<file path="src/rtl/program_loader.sv">
// program_loader: receives a serial program image (16-bit word count followed by
// the words, high byte first) and writes it into instruction memory while holding
// the processor in reset. cpu_hold is released only after a complete, valid load.
// Optional feature: define LOADER_CHECKSUM_EN to expect a trailing XOR checksum byte
// (XOR of every preceding byte, count bytes included) before the load is accepted.

module program_loader #(
    parameter int ADDR_W = 8
) (
    input  logic              clock,
    input  logic              resetn,
    input  logic              start,
    input  logic [7:0]        byte_in,
    input  logic              byte_valid,
    output logic              byte_ready,
    output logic              mem_we,
    output logic [ADDR_W-1:0] mem_addr,
    output logic [15:0]       mem_data,
    output logic              cpu_hold,
    output logic              done,
    output logic              error
);

    // WR_LAST covers the cycle in which the final word's write strobe is out, so
    // that done rises only after the last word has actually been written.
    typedef enum logic [3:0] {
        IDLE    = 4'd0,
        CNT_HI  = 4'd1,
        CNT_LO  = 4'd2,
        DAT_HI  = 4'd3,
        DAT_LO  = 4'd4,
        WR_LAST = 4'd5,
        DONE    = 4'd6,
        ERR     = 4'd7
`ifdef LOADER_CHECKSUM_EN
        ,
        CHK     = 4'd8
`endif
    } state_t;

    // Largest legal word count; counts are compared in 17 bits so that a full
    // 2^16-word memory would still be representable.
    localparam logic [16:0] CAPACITY = 17'(2 ** ADDR_W);

    state_t            state;
    state_t            next_state;
    logic              xfer;
    logic              restart;
    logic [7:0]        cnt_hi;
    logic [7:0]        data_hi;
    logic [15:0]       count_n;
    logic              count_zero;
    logic              count_big;
    logic [ADDR_W-1:0] word_idx;
    logic [ADDR_W-1:0] last_idx;
    logic              last_word;

`ifdef LOADER_CHECKSUM_EN
    logic [7:0]        csum;
`endif

    assign xfer       = byte_valid & byte_ready;
    assign restart    = start & ((state == IDLE) | (state == DONE) | (state == ERR));
    assign count_n    = {cnt_hi, byte_in};
    assign count_zero = (count_n == 16'd0);
    assign count_big  = ({1'b0, count_n} > CAPACITY);
    assign last_word  = (word_idx == last_idx);

    // State register.
    always_ff @(posedge clock or posedge resetn) begin
        if (resetn) begin
            state <= IDLE;
        end else begin
            state <= next_state;
        end
    end

    // Next-state logic: every loading state advances only on an accepted byte.
    always_comb begin
        next_state = state;
        case (state)
            IDLE, DONE, ERR: begin
                if (start) begin
                    next_state = CNT_HI;
                end
            end
            CNT_HI: begin
                if (xfer) begin
                    next_state = CNT_LO;
                end
            end
            CNT_LO: begin
                if (xfer) begin
                    if (count_zero) begin
`ifdef LOADER_CHECKSUM_EN
                        next_state = CHK;
`else
                        next_state = DONE;
`endif
                    end else if (count_big) begin
                        next_state = ERR;
                    end else begin
                        next_state = DAT_HI;
                    end
                end
            end
            DAT_HI: begin
                if (xfer) begin
                    next_state = DAT_LO;
                end
            end
            DAT_LO: begin
                if (xfer) begin
                    if (last_word) begin
`ifdef LOADER_CHECKSUM_EN
                        next_state = CHK;
`else
                        next_state = WR_LAST;
`endif
                    end else begin
                        next_state = DAT_HI;
                    end
                end
            end
            WR_LAST: begin
                next_state = DONE;
            end
`ifdef LOADER_CHECKSUM_EN
            CHK: begin
                if (xfer) begin
                    if (byte_in == csum) begin
                        next_state = DONE;
                    end else begin
                        next_state = ERR;
                    end
                end
            end
`endif
            default: begin
                next_state = IDLE;
            end
        endcase
    end

    // Status outputs decoded purely from the current state.
    always_comb begin
        byte_ready = 1'b0;
        cpu_hold   = 1'b1;
        done       = 1'b0;
        error      = 1'b0;
        case (state)
            CNT_HI, CNT_LO, DAT_HI, DAT_LO: begin
                byte_ready = 1'b1;
            end
`ifdef LOADER_CHECKSUM_EN
            CHK: begin
                byte_ready = 1'b1;
            end
`endif
            DONE: begin
                cpu_hold = 1'b0;
                done     = 1'b1;
            end
            ERR: begin
                error = 1'b1;
            end
            default: begin
                byte_ready = 1'b0;
            end
        endcase
    end

    // Datapath: latch count and high byte, then issue a registered one-cycle write
    // for each completed word; address and data hold between writes.
    always_ff @(posedge clock or posedge resetn) begin
        if (resetn) begin
            mem_we   <= 1'b0;
            mem_addr <= '0;
            mem_data <= '0;
            word_idx <= '0;
            last_idx <= '0;
            cnt_hi   <= '0;
            data_hi  <= '0;
        end else begin
            mem_we <= 1'b0;
            if (restart) begin
                word_idx <= '0;
            end
            if (xfer) begin
                case (state)
                    CNT_HI: begin
                        cnt_hi <= byte_in;
                    end
                    CNT_LO: begin
                        last_idx <= ADDR_W'(count_n - 16'd1);
                    end
                    DAT_HI: begin
                        data_hi <= byte_in;
                    end
                    DAT_LO: begin
                        mem_we   <= 1'b1;
                        mem_addr <= word_idx;
                        mem_data <= {data_hi, byte_in};
                        word_idx <= word_idx + ADDR_W'(1);
                    end
                    default: begin
                        mem_we <= 1'b0;
                    end
                endcase
            end
        end
    end

`ifdef LOADER_CHECKSUM_EN
    // Running XOR over every accepted byte up to (not including) the checksum.
    always_ff @(posedge clock or posedge resetn) begin
        if (resetn) begin
            csum <= '0;
        end else if (restart) begin
            csum <= '0;
        end else if (xfer && (state != CHK)) begin
            csum <= csum ^ byte_in;
        end
    end
`endif

endmodule

</file>
<file path="config.mk">
export PLATFORM = sky130hd
export DESIGN_NAME = program_loader
export DESIGN_NICKNAME = d
export VERILOG_FILES = /design/src/rtl/program_loader.sv
export SDC_FILE = /design/constraint.sdc
export NUM_CORES = 1
export LEC_CHECK = 0
export CORE_MARGIN = 2
export CORE_UTILIZATION = 26
export DETAILED_ROUTE_END_ITERATION = 6
export GPL_ROUTABILITY_DRIVEN = 0
export MAX_ROUTING_LAYER = met4
export PLACE_DENSITY = 0.53
export SLEW_MARGIN = 20
export SYNTH_ARGS = -nofsm -noshare
export SYNTH_HDL_FRONTEND = slang
export SYNTH_SLANG_ARGS = --single-unit
</file>
<file path="constraint.sdc">
create_clock -name clock -period 4.94 [get_ports clock]
set_input_delay 0.988 -clock clock [delete_from_list [all_inputs] [get_ports clock]]
set_output_delay 0.988 -clock clock [all_outputs]
set_load 0.01 [all_outputs]
</file>
==> results of run 1 <==
-- stage by stage --
step / power [W] / setup WS, ps
after floorplan: 0.00121 / 2470
after global placement: 0.00147 / 1770
after detailed placement: 0.00148 / 1630
after CTS: 0.00190 / 1990
after global routing: 0.00200 / 1840
final: 0.00187 / 2000
-- layout by cell type, fill, tap and decap left out, types with 4 or more instances in the layout --
cell type,n
xor2_1,4
nand2_1,11
a21oi_1,8
o21ai_0,6
clkdlybuf4s50_1,40
nor3_1,4
dfrtp_1,60
clkbuf_8,12
xnor2_1,13
mux2_2,41
nand4_1,6
nor2_1,14
nand3_1,4
-- registers in the layout, summed over array words and instances (netlist names) --
signal and count:
mem_data 16, cnt_hi 8, state 3, data_hi 8, last_idx 8, mem_addr 8, mem_we 1, word_idx 8
-- area by class of cell --
class                           instances  share of cell area
Multi-Input combinational cell        142               0.329
Sequential cell                        60               0.440
Tap cell                              136              0.0498
Clock inverter                          3             0.00586
Inverter                                4             0.00440
Timing Repair Buffer                   42               0.122
Clock buffer                           13              0.0495
-- cell usage after synthesis (2+ instances only) --
cell type and n:
a211oi_1 2, a21oi_1 8, and3_1 3, buf_2 8, dfrtp_1 60, ha_1 3
inv_1 4, mux2_2 41, nand2_1 11, nand2b_1 2, nand3_1 4, nand4_1 6
nor2_1 14, nor3_1 4, o211ai_1 3, o21ai_0 6, o31ai_1 2, xnor2_1 13
xor2_1 4
-- worst max-delay path: stages --
cell	delay [ps]
clkdlybuf4s50_1	590
and4bb_2	840
nand4_1	350
o211ai_1	270
o31ai_1	100
-- power breakdown --
part	internal, W	switching [W]	total, W
logic	0.000389	0.000248	0.000636
registers	0.000682	0.000144	0.000826
clock network	0.000222	0.000185	0.000407
-- kinds of logic after synthesis --
| family | share of synthesized area |
|---|---|
| xor gates and xnor gates | 0.0555 |
| and+or+nand+nor | 0.106 |
| buffers and inverters | 0.0205 |
| adders and majority gates | 0.0140 |
| muxes | 0.176 |
| AOI/OAI and AO/OA | 0.0681 |
| DFF | 0.560 |
-- routing by layer --
metal	vias up	part of all wire	global-route usage
li1	861	-	-
met4	0	0.011	0.0338
met5	-	0	-
met3	4	0.045	0.0414
met1	892	0.50	0.145
met2	40	0.45	0.154
-- final timing paths --
check	end
hold / removal	mem_data[13]
hold reg to reg	mem_data[13]
min in group asynchronous	mem_data[13]
setup / recovery	word_idx[7]
max in group asynchronous	cnt_hi[0]
setup reg to reg	word_idx[7]
==> impl_metrics.py, run 1 <==
metrics = {
    "cells_and_area": {
        "multi_input_area_um2": 1120,
        "area_growth_pct": 27.4,
        "ff_latch_area_um2": 1500,
        "final_cells": 400,
        "drive_above_1_share": 0.239,
        "nets": 274,
        "fill_cells": 1050,
        "final_cell_area_um2": 3420,
        "diodes": 0,
        "final_util": 0.335,
    },
    "critical_path": {
        "required_ps": 5150,
        "crit_start": "byte_valid",
        "reg2reg_from": "state[2]",
        "endpoint_kind": "flop",
        "reg2reg_depth": 4,
        "cp-start-kind": "primary input",
        "r2r_slack_ps": 2630,
        "crit_fanout": 31,
        "criticalPathCategory": "primary input to flop",
        "cp.arrival_ps": 3150,
    },
    "sta": {
        "skew_ps": 7.20,
        "setup_viol": 0,
        "rsz0062_at_grt": "false",
        "fmax_mhz": 340,
        "worstMarginPinSlew_ps": 847,
        "hold_violations": 0,
        "fin_hold_ws_ps": 503,
        "slew_headroom": 0.436,
        "min_period_ps": 2940,
        "final_max_slew_viol_count": 0,
        "min_period_over_period": 0.595,
        "setup_tns_ps": 0,
    },
    "logic_synthesis": {
        "seq_area_frac_synth": 0.560,
        "synth_largest_area_cell": "dfrtp_1",
        "syn_area_um2": 2680,
        "postSynthCellCount": 214,
        "synth.avg_cell_area_um2": 12.5,
        "syn_nets": 229,
        "synth_top_area_share": 0.560,
        "synthFlopType": "dfrtp_1",
        "synth_warnings": 0,
        "synth_edf_count": 0,
        "synth-seq-cells": 60,
        "postSynth.asyncResetShare": 1.00,
        "synthTopCellsByArea": "dfrtp_1, mux2_2, xnor2_1",
        "yosys.cell_types.count": 35,
    },
    "floorplanning": {
        "die_h_um": 106,
        "coreArea_um2": 10200,
        "fp-row-count": 37,
        "fp.dieArea_um2": 11100,
        "start_util": 0.263,
        "io_pins": 41,
        "die_width_um": 106,
    },
    "global_routing": {
        "grt_pass1_vias": 1832,
        "grt_pass1_wl_um": 9310,
        "track_usage": 0.109,
        "grt_max_degree": 32,
        "overflow": 0,
        "antenna_found_initial": 0,
    },
    "routing": {
        "first_pass_iters": 4,
        "vias": 1797,
        "wl_per_cell_um": 13.7,
        "via_per_inst": 4.49,
        "drc": 0,
        "drtIter0Drc": 67,
        "ant_nets": 0,
        "routed_wl_um": 5470,
    },
    "cts": {
        "cts_tree": "built",
        "clk_pin_slew_ps": 70,
        "hold_buffers": 0,
        "post-cts-setup-buffers": 0,
        "clock_path_buffers": 2,
        "cts_root_buf": "clkbuf_8",
        "cts.htree.levels": 3,
        "cts_resized": 0,
        "clk_latency_ps": 330,
        "cts_buffers": 9,
        "cts.sinks": 60,
    },
    "power_and_ir_drop": {
        "powerDensity_nw_per_um2": 547,
        "p_leak_nw": 1.38,
        "vdd_drop_max_mv": 0.218,
    },
    "run_status": {
        "status": "finished clean",
    },
    "place": {
        "dp_cells": 384,
        "placed_cell_area_um2": 3230,
        "hpwl_um": 3800,
        "port_buffers": 40,
    },
    "hold_path": {
        "min_from": "data_hi[5]",
        "worstHoldPathType": "flop to flop",
        "min_path_cells": 1,
    },
    "run": {
        "drv_cap": 0,
    },
}
Note: power is estimated with default switching activity, not from simulation.
==> run 2: changes to the inputs <==
PLACE_DENSITY = 0.55   (was 0.53)
clock period = 2.45 ns   (was 4.94 ns; I/O delays follow)
==> run 2 against run 1 <==
Total power up 110%. Global-route usage increased by 0.54 points. Clock power rose by 110%. Critical path depth is 2 lower. Highest routed layer unchanged.
==> impl_metrics.py, run 2 (synthesis gave the netlist of run 1 again) <==
metrics = {
    "run": {
        "drv_cap": 0,
    },
    "cts": {
        "cts_root_buf": "clkbuf_8",
        "cts.sinks": 60,
        "clock_path_buffers": 2,
        "clk_latency_ps": 340,
        "cts_buffers": 9,
        "post-cts-setup-buffers": 0,
        "cts_tree": "built",
        "cts.htree.levels": 3,
        "clk_pin_slew_ps": 70,
    },
    "routing": {
        "via_per_inst": 4.45,
        "drc": 0,
        "routed_wl_um": 5640,
        "wl_per_cell_um": 13.8,
        "ant_nets": 0,
        "vias": 1817,
        "first_pass_iters": 4,
        "drtIter0Drc": 69,
    },
    "power_and_ir_drop": {
        "comb_power_share": 0.341,
        "powerDensity_nw_per_um2": 1100,
        "p_sw_w": 0.00118,
        "vdd_drop_max_mv": 0.464,
        "internal_power_w": 0.00268,
        "seqPwrFrac": 0.434,
        "p_leak_nw": 1.44,
        "pwr-share-clk": 0.225,
        "switching_share": 0.306,
    },
    "cells_and_area": {
        "nets": 283,
        "final_util": 0.345,
        "largest_reg_flops": 16,
        "drive_above_1_share": 0.276,
        "max_flop_register": "mem_data",
        "area_growth_pct": 31.1,
        "mostFrequentLayoutCells": "dfrtp_1, mux2_2, clkdlybuf4s50_1",
        "diodes": 0,
        "final_common_cell": "dfrtp_1",
    },
    "critical_path": {
        "required_ps": 1960,
        "crit_fanout": 13,
        "criticalPathCategory": "flop to output port",
        "endpoint_kind": "output port",
        "cp.arrival_ps": 1770,
        "cp-start-kind": "flop",
    },
    "floorplanning": {
        "die_h_um": 106,
        "fp-row-count": 37,
        "coreArea_um2": 10200,
        "die_width_um": 106,
        "start_util": 0.263,
        "fp.dieArea_um2": 11100,
        "io_pins": 41,
    },
    "sta": {
        "skew_ps": 6.14,
        "fmax_mhz": 442,
        "min_period_ps": 2260,
        "setup_viol": 0,
        "hold_violations": 0,
        "worstMarginPinSlew_ps": 549,
        "final_max_slew_viol_count": 0,
        "rsz0062_at_grt": "false",
        "min_period_over_period": 0.924,
        "slew_headroom": 0.630,
        "setup_tns_ps": 0,
    },
    "place": {
        "hpwl_um": 3930,
        "port_buffers": 40,
    },
    "global_routing": {
        "grt_max_degree": 61,
        "grt_pass1_vias": 1887,
        "track_usage": 0.114,
        "grt_pass1_wl_um": 9540,
        "overflow": 0,
        "antenna_found_initial": 0,
    },
    "hold_path": {
        "worstHoldPathType": "flop to flop",
    },
    "run_status": {
        "status": "finished clean",
    },
}
[run 2: cell count changes in the layout (fill, tap and decap cells not counted), moves of 2 or more]
| cell | before | now |
|---|---|---|
| buf_12 | 0 | 2 |
| buf_4 | 2 | 9 |
| clkbuf_8 | 12 | 10 |
| clkinv_2 | 1 | 3 |
| dfrtp_1 | 60 | 58 |
| dfrtp_2 | 0 | 2 |
[run 2: through the flow]
stage / area (um2) / power, W / hold slack, ps / cells / worst slack [ps]
after CTS: 3510 / 0.00391 / 500 / 408 / 77.7
after global placement: 3320 / 0.00299 / 480 / 393 / 241
after floorplan: 2680 / 0.00243 / 474 / 214 / 475
after global routing: 3510 / 0.00413 / 515 / 408 / 25.1
final: 3510 / 0.00386 / 496 / 408 / 185
after detailed placement: 3320 / 0.00302 / 489 / 393 / 188
[run 2: layout make-up]
cell class / count / area [um2]
Tap cell: 136 / 170
Fill cell: 1052 / 6670
Clock inverter: 5 / 52.6
Inverter: 4 / 15.0
Timing Repair Buffer: 51 / 508
Clock buffer: 10 / 138
Multi-Input combinational cell: 142 / 1130
Sequential cell: 60 / 1500
[run 2: timing repair]
item,CTS,global route
resized for setup,0,3
hold buffers,0,0
endpoints found under the setup margin,0,2
[run 2: routing by layer]
| layer | vias to the layer above | part of all wire | GRT usage |
|---|---|---|---|
| met4 | 0 | 0.016 | 0.0367 |
| met2 | 37 | 0.46 | 0.166 |
| met3 | 10 | 0.041 | 0.0433 |
| met1 | 900 | 0.48 | 0.148 |
| li1 | 870 | - | - |
| met5 | - | 0 | - |
[run 2: worst paths after layout]
| kind | start | to | slack, ps | cells after the start |
|---|---|---|---|---|
| max reg2reg | state[0] | word_idx[7] | 650 | 4 |
| min in group asynchronous | resetn | mem_addr[0] | 520 | 3 |
| max in group asynchronous | resetn | state[2] | 1630 | 3 |
| min reg2reg | data_hi[4] | mem_data[12] | 500 | 1 |
| min | data_hi[4] | mem_data[12] | 500 | 1 |
| max | state[0] | byte_ready | 190 | 3 |
[run 2: worst max-delay path, cell delays in order, from the launching register on]
cell             delay (ps)
dfrtp_1                 520
nor2_2                  230
xnor2_1                 140
clkdlybuf4s50_1         550
[run 2: power by group through the flow]
stage / sequential, W / combinational [W] / clock [W]
after floorplan: 0.00164 / 0.000786 / 0
after global placement: 0.00168 / 0.00131 / 0
after detailed placement: 0.00169 / 0.00133 / 0
after CTS: 0.00168 / 0.00134 / 0.000903
after global routing: 0.00174 / 0.00144 / 0.000951
final: 0.00167 / 0.00131 / 0.000868
==> run 3: changes to the inputs <==
PLACE_DENSITY = 0.53   (was 0.55)
SKIP_LAST_GASP = 1   (was not set)
SLEW_MARGIN = 10   (was 20)
clock period = 2.65 ns   (was 2.45 ns; I/O delays follow)
==> run 3 against run 2 <==
Worst setup slack gained 110 ps. Register-to-register slack improved by 290 ps. Critical path depth up 1. Worst hold slack better by 6.9 ps. Critical path type unchanged. Non-clock buffer count shrank 2. Design area increased by 0.68%. Clock power increased by 18%. Highest routed layer unchanged. Critical endpoint is now done. Sequential share of layout area down 0.36 points. Total power is 2.5% lower.
==> impl_metrics.py, run 3 (synthesis gave the netlist of run 1 again) <==
metrics = {
    "run_status": {
        "status": "finished clean",
    },
    "routing": {
        "first_pass_iters": 4,
        "via_per_inst": 4.43,
        "routed_wl_um": 5490,
        "ant_nets": 0,
        "drc": 0,
        "vias": 1802,
        "wl_per_cell_um": 13.5,
        "drtIter0Drc": 84,
    },
    "cts": {
        "cts_tree": "built",
        "cts_buffers": 9,
        "hold_buffers": 0,
        "cts.sinks": 60,
        "post-cts-setup-buffers": 0,
        "clock_path_buffers": 2,
        "clk_latency_ps": 340,
        "cts_root_buf": "clkbuf_8",
        "clk_pin_slew_ps": 70,
        "cts_resized": 0,
        "cts.htree.levels": 3,
    },
    "critical_path": {
        "path_delay_family": "buffers and inverters",
        "cp.arrival_ps": 1820,
        "reg2reg_depth": 3,
        "crit_fanout": 14,
        "cp-start-kind": "flop",
        "max_stage_delay_ps": 580,
        "critPathBufInv": 2,
        "criticalPathCategory": "flop to output port",
        "endpoint_kind": "output port",
        "path_cells": "and2_1, nand2b_1, inv_1, clkdlybuf4s50_1",
        "timing.rr.end": "mem_data[13]",
        "required_ps": 2120,
        "reg2reg_from": "state[2]",
        "path_depth": 4,
        "worst_path_max_delay_cell": "dfrtp_1",
        "r2r_slack_ps": 940,
    },
    "sta": {
        "setup_tns_ps": 0,
        "slew_headroom": 0.621,
        "rsz0062_at_grt": "false",
        "fmax_mhz": 425,
        "skew_ps": 8.65,
        "hold_violations": 0,
        "worstMarginPinSlew_ps": 563,
        "min_period_ps": 2350,
        "min_period_over_period": 0.887,
        "setup_viol": 0,
        "final_max_slew_viol_count": 0,
    },
    "power_and_ir_drop": {
        "vdd_drop_max_mv": 0.428,
        "powerDensity_nw_per_um2": 1060,
        "p_leak_nw": 1.45,
        "finalPower_w": 0.00376,
    },
    "global_routing": {
        "track_usage": 0.112,
        "grt_pass1_vias": 1809,
        "overflow": 0,
        "grt_max_degree": 42,
        "antenna_found_initial": 0,
        "grt_pass1_wl_um": 9380,
    },
    "run": {
        "drv_cap": 0,
    },
    "floorplanning": {
        "coreArea_um2": 10200,
        "start_util": 0.263,
        "fp-row-count": 37,
        "fp.dieArea_um2": 11100,
        "die_width_um": 106,
        "die_h_um": 106,
        "io_pins": 41,
    },
    "cells_and_area": {
        "mostFrequentLayoutCells": "dfrtp_1, mux2_2, clkdlybuf4s50_1",
        "largest_reg_flops": 16,
        "area_growth_pct": 32.0,
        "max_flop_register": "mem_data",
        "multi_input_area_um2": 1120,
        "ff_latch_area_um2": 1500,
        "final_common_cell": "dfrtp_1",
        "nets": 281,
        "diodes": 0,
        "fill_cells": 1052,
        "drive_above_1_share": 0.262,
    },
    "hold_path": {
        "min_to": "mem_data[8]",
        "min_from": "data_hi[0]",
        "worstHoldPathType": "flop to flop",
        "min_path_cells": 1,
    },
    "place": {
        "hpwl_um": 3960,
        "port_buffers": 40,
    },
}
[run 3: per-layer routing]
metal,track usage,vias up,wire (um),part of all wire
met3,0.0408,10,225,0.041
met2,0.155,39,2370,0.43
met1,0.150,887,2780,0.51
met5,-,-,0,0
li1,-,866,-,-
met4,0.0385,0,109,0.020
[run 3: how the worst max path moves through the flow]
stage                    start        end
finish                state[2]       done
global route          state[2]       done
CTS                   state[2]       done
detailed placement  byte_in[3]   state[2]
global placement    byte_in[3]   state[2]
floorplan               resetn  cnt_hi[0]
[run 3: power by group]
group          switching (W)  leakage (nW)  total (W)  internal, W
Combinational       0.000463         0.584    0.00120     0.000741
Sequential          0.000267         0.749    0.00154      0.00127
Clock               0.000388         0.116    0.00102     0.000629
Total                0.00112          1.45    0.00376      0.00264
[run 3: layout make-up]
| class | instances | share of cell area |
|---|---|---|
| clock buffer | 9 | 0.0350 |
| clock inverter | 7 | 0.0347 |
| multi-input combinational | 142 | 0.318 |
| sequential | 60 | 0.424 |
| tap | 136 | 0.0481 |
| timing repair buffer | 49 | 0.136 |
| inverter | 4 | 0.00424 |
[run 3: worst reg2reg max path, stage by stage, from the launching register on]
cell and delay (ps):
dfrtp_1 580, and4bb_2 340, buf_4 310, mux2_2 380
[run 3: metrics by stage]
stage               hold slack [ps]  setup slack (ps)  utilization  instance area (um2)  std cells
floorplan                       474               635            -                 2680        214
global placement                493               412        0.323                 3290        391
detailed placement              487               380        0.323                 3290        391
CTS                             507               277        0.347                 3540        407
global route                    526               119        0.347                 3540        407
finish                          503               300        0.347                 3540        407
==> edit 1, RTL diff (config.mk and constraints of run 3) <==
The option `LOADER_CHECKSUM_EN` is turned on by a define.
--- a/src/rtl/program_loader.sv
+++ b/src/rtl/program_loader.sv
@@ -5,2 +5,4 @@
 // (XOR of every preceding byte, count bytes included) before the load is accepted.
+
+`define LOADER_CHECKSUM_EN
 
Check against the original RTL: not equivalent (a bounded check fails within 4 cycles, from zero or initial values and one cycle with resetn high).
==> edit 1 against run 3 <==
Cell area increased by 25%. Maximum frequency decreased by 2.5%. Clock skew decreased by 0.55 ps. Combinational power increased by 41%. Total power increased by 26%. Non-clock buffer count increased by 11. Sequential power increased by 12%. Setup slack got worse by 61 ps. Wire length increased by 48%. Sequential cell count increased by 9. Via count increased by 44%. Synthesized area increased by 27%. Die area increased by 26%. Highest routed layer unchanged.
==> edit 1: results (changes against run 3) <==
Synthesis
Yosys attributes the largest share of cell area to dfrtp_1 51%, nand2_1 9.5%, mux2_2 5.0%. The sequential cell area fraction in the yosys report was 0.5072 (-0.05280). The number of distinct library cells after synthesis came to 49 (+40%).

In the synthesized netlist, the cells that appear most often are 86 x nand2_1, 69 x dfrtp_1, 26 x nor2_1. The most frequently used flop master after synthesis is dfrtp_1. The cell count after synthesis is 355 (+66%).

Timing
The worst hold slack across all endpoints is 457.8 ps (-45.23 ps). The worst clock skew came to 8.092 ps (-0.5541 ps). The actual transition at the worst max-transition pin was 529.1 ps (-33.79 ps).

CTS
The root buffer cell chosen for the clock tree is clkbuf_16. The clock input transition at the sequential cells of the worst setup and hold paths is about 60 ps.

Critical path
The depth of the worst register-to-register path was 7 (+4). The startpoint of the worst-slack reg-to-reg timing path is state[1]$_DFFE_PP0P_. The flop-to-flop setup slack is 670 ps (-270 ps). The endpoint identified for the worst register-to-register timing path is word_idx[5]$_DFF_PP0_. The critical-path maximum fanout is 11 (-3). The arrival time of data at the critical path endpoint is 1880 ps (+60 ps). The largest stage delay on the critical path came to 520 ps (-60 ps). The slowest library cell on the worst path is clkdlybuf4s50_1.

Power and ir drop
The worst vdd rail ir drop was 0.0004037 V (-5.6%). The reported leakage power is 1.954 nW (+35%).

Layout
The number of nets in the layout is 421 (+50%). The cell area after layout is 4410 um^2 (+25%). The fill cell total of the finished layout was 1355 (+29%). The proportion of layout cells with a drive suffix above 1 is 0.1557 (-0.1063).

Min path
The startpoint of the most critical hold path is data_hi[3]$_DFFE_PP0P_. The endpoint with the worst hold slack is mem_data[11]$_DFFE_PP0P_. The number of cells traversed by the worst hold path is 2 (+1).

Drt
The average via count per standard cell came to 4.437 (+0.22%). The post-detailed-routing wire length came to 8132 um (+48%). The violation count after the first detailed-routing iteration is 180 (+110%). The average detailed-routed wire length per instance was 13.95 um (+3.5%).

Global route
The global-route wire length before repair came to 13520 um (+44%). The via count of the first global-routing pass is 2579 (+43%). The global router's overall resource usage is 0.1266 (+0.01501).

The largest net degree at the start of global routing is 70 (+67%).

Placed design
The final HPWL from detailed placement is 5766 um (+46%). The total placed instance area is 4081 um^2 (+24%). The worst setup slack after placement is 238.1 ps (-142.3 ps). The cell total after placement was 567 (+45%).

Run status
The flow ran to the end, and the final reports show no timing, DRC or antenna violations.
## edit 1: cell count changes in the layout (fill, tap and decap cells not counted), moves of 9 or more
cell / before / now
o21ai_1: 0 / 18
mux2_2: 41 / 15
buf_4: 8 / 18
nand2_1: 11 / 86
nor2_1: 14 / 26
clkbuf_16: 0 / 9
## edit 1: cells by family after synthesis
kind of cell,synth area share
adders and majority gates,0.01103
buffers and inverters,0.04226
AOI/OAI and AO/OA,0.07865
and+or+nand+nor,0.2382
xor gates and xnor gates,0.06431
DFF,0.5072
muxes,0.05843
## edit 1: per-layer routing
layer	track usage	part of all wire	up-vias
met1	0.1614	0.47	1244
met3	0.04488	0.041	11
met2	0.1893	0.47	38
met5	-	0	-
li1	-	-	1294
met4	0.03795	0.013	0
## edit 1: report_power, final
part           switching, mW  internal, mW
Clock                  0.460         0.853
Combinational          0.834         0.852
Sequential             0.269          1.46
## edit 1: how the worst max path moves through the flow
stage / from / to / slack, ps / cells after the start
after floorplan: resetn / cnt_hi[0]$_DFFE_PP0P_ / 380 / 1
after global placement: byte_in[1] / state[0]$_DFFE_PP0P_ / 290 / 8
after detailed placement: byte_in[2] / state[0]$_DFFE_PP0P_ / 240 / 7
after CTS: state[1]$_DFFE_PP0P_ / byte_ready / 10 / 4
after global routing: state[0]$_DFFE_PP0P_ / done / 150 / 4
final: state[0]$_DFFE_PP0P_ / done / 240 / 4
## edit 1: cell type report
| class | count | area share |
|---|---|---|
| Timing Repair Buffer | 60 | 0.1311 |
| Tap cell | 172 | 0.04879 |
| Inverter | 8 | 0.006809 |
| Clock inverter | 5 | 0.01872 |
| Clock buffer | 11 | 0.05504 |
| Sequential cell | 69 | 0.3918 |
| Multi-Input combinational cell | 258 | 0.3478 |
==> edit 2, RTL diff (flow settings as in run 3) <==
Made on the original files. Register the output `error`, without a reset; this adds one clock of latency there. The other outputs are not delayed to match.
--- a/src/rtl/program_loader.sv
+++ b/src/rtl/program_loader.sv
@@ -44,2 +44,4 @@
 
+    logic error_d;
+
     state_t            state;
@@ -149,3 +151,3 @@
         done       = 1'b0;
-        error      = 1'b0;
+        error_d    = 1'b0;
         case (state)
@@ -164,3 +166,3 @@
             ERR: begin
-                error = 1'b1;
+                error_d = 1'b1;
             end
@@ -226,2 +228,6 @@
 
+    always_ff @(posedge clock) begin
+        error <= error_d;
+    end
+
 endmodule
Formal check against the unedited RTL: not equivalent (Yosys sat finds a counterexample within 4 cycles, from zero or initial values and one cycle with resetn high).
==> edit 2 against run 3 <==
Die area is 0.72% higher. Count of clock-buffer cells in the layout grew 1. Wire length shrank 0.42%. Cell area is 0.78% lower. Sequential cell count up 1. Critical endpoint is now byte_ready. Largest power group unchanged. Setup slack worse by 25 ps. Global-route usage shrank 0.15 points. Total power is 4.4% lower. First-iteration DRC count fell by 33%. Critical path type unchanged. Synthesized area up 0.75%. Utilization is 0.27 points lower.
==> edit 2: results (changes against run 3) <==
Power and ir drop
The post-route total power is 3.595 mW (-4.4%). The total internal power came to 2.489 mW (-5.7%). The worst vdd rail ir drop is 0.0003742 V (-13%). The combinational fraction of design power is 0.334 (+0.014).

The reported leakage power is 1.443 nW (-0.38%). The power of the clock network is 836 uW (-18%).

Drt
The average detailed-routed wire length per instance came to 13.39 um (-0.66%). The detailed-route via count is 1808 (+0.33%). The remaining design rule violation count is 0 (unchanged). The violation count after the first detailed-routing iteration is 56 (-33%). The number of search-and-repair iterations in the first detailed-routing pass is 4 (unchanged).

Synthesis
The number of nets in the synthesized netlist came to 230 (+0.44%). The yosys synthesis warning count is 0 (unchanged). The number of distinct library cells after synthesis is 36 (+2.9%).

The sequential cell area fraction in the yosys report is 0.5632 (+0.003261). Among all flip-flop cells after synthesis, the most frequent one is dfrtp_1. Ranked by total cell area, the synthesized netlist is headed by dfrtp_1 56%, mux2_2 17%, xnor2_1 4.2%. After synthesis, the most frequently instantiated cells are 60 x dfrtp_1, 41 x mux2_2, 14 x nor2_1. The post-synthesis async set-or-reset flop share is 0.9836 (-0.01639).

Layout
The flip-flop and latch area is 1521 um^2 (+1.3%). The antenna diode count came to 0 (unchanged). The fill cell total of the finished layout is 1034 (-1.7%). The number of nets in the layout came to 282 (+0.36%).

The proportion of layout cells with a drive suffix above 1 is 0.2610 (-0.0009632). The number of flip-flops under the largest register name is 16 (unchanged). The top register by number of flip-flops is mem_data.

Timing
The actual transition at the worst max-transition pin was 534.7 ps (-28.21 ps). The worst clock skew came to 7.233 ps (-1.414 ps).

Critical path
The slowest library cell on the worst path is clkdlybuf4s50_1. The critical-path maximum fanout is 13 (-1). The arrival time of data at the critical path endpoint is 1840 ps (+20 ps). The largest stage delay on the critical path is 580 ps (about the same).

CTS
The deepest level of the CTS H-tree was 3 (unchanged). The number of CTS-inserted buffers came to 9 (unchanged). The library cell used as clock root buffer is clkbuf_8.

The post-CTS setup repair buffer count came to 0 (unchanged). The clock latency on the worst-skew pair was 340 ps (about the same). The maximum clock insertion buffer count is 2 (unchanged). The clock input transition at the sequential cells of the worst setup and hold paths is 70 ps (about the same).

The post-cts sizing count is 0 (unchanged).

Placed design
The final HPWL from detailed placement is 3974 um (+0.39%). The total placed instance area is 3312 um^2 (+0.61%). The number of port buffers is 40 (unchanged).

Run status
The flow ran to the end, and the final reports show no timing, DRC or antenna violations.

Global route
The largest net degree at the start of global routing came to 40 (-4.8%). The global-route wire length before repair came to 9294 um (-0.96%). The global router's overall resource usage was 0.1101 (-0.001542). The number of antenna violations at the first check in global routing was 0 (unchanged).

The via count of the first global-routing pass is 1834 (+1.4%).

Min path
The min-delay analysis places its worst path in the category flop to flop.
==> edit 2: cell families after synthesis <==
logic type,synth area share
adder cells (fa/ha/maj),0.01390
AND/OR/NAND/NOR,0.1051
AO/OA/AOI/OAI,0.06763
XOR/XNOR,0.05512
buffers and inverters,0.02038
flip-flops,0.5632
multiplexers,0.1746
==> edit 2: stage by stage <==
step / instances / worst slack (ps)
final: 408 / 275.1
after floorplan: 215 / 635.3
after detailed placement: 392 / 379.0
after global placement: 392 / 403.4
after CTS: 408 / 255.1
after global routing: 408 / 134.9
==> edit 2: area by class of cell <==
type,instances,share of cell area
inverter,4,0.004277
timing repair buffer,49,0.1368
clock inverter,6,0.01746
clock buffer,10,0.03920
multi-input combinational,142,0.3204
sequential,61,0.4334
tap,136,0.04847
==> edit 2: final timing paths <==
kind,from,end,depth (start not counted),slack [ps]
setup reg to reg,state[2]$_DFFE_PP0P_,mem_data[13]$_DFFE_PP0P_,3,930
max in group asynchronous,resetn,mem_data[7]$_DFFE_PP0P_,3,1540
hold reg to reg,data_hi[7]$_DFFE_PP0P_,mem_data[15]$_DFFE_PP0P_,1,510
min in group asynchronous,resetn,mem_addr[7]$_DFFE_PP0P_,2,530
hold / removal,data_hi[7]$_DFFE_PP0P_,mem_data[15]$_DFFE_PP0P_,1,510
setup / recovery,state[0]$_DFFE_PP0P_,byte_ready,3,280
==> edit 2: layer usage <==
layer	part of all wire	GRT usage
met5	0	-
met4	0.016	0.04793
met3	0.046	0.02882
met2	0.45	0.1590
met1	0.49	0.1461
==> edit 2: worst max-delay path, delay by kind of cell (launching register included) <==
family / cells / cell delay, ps
xor+xnor: 1 / 150
flops: 1 / 510
simple gates: 1 / 270
buf+inv: 1 / 580
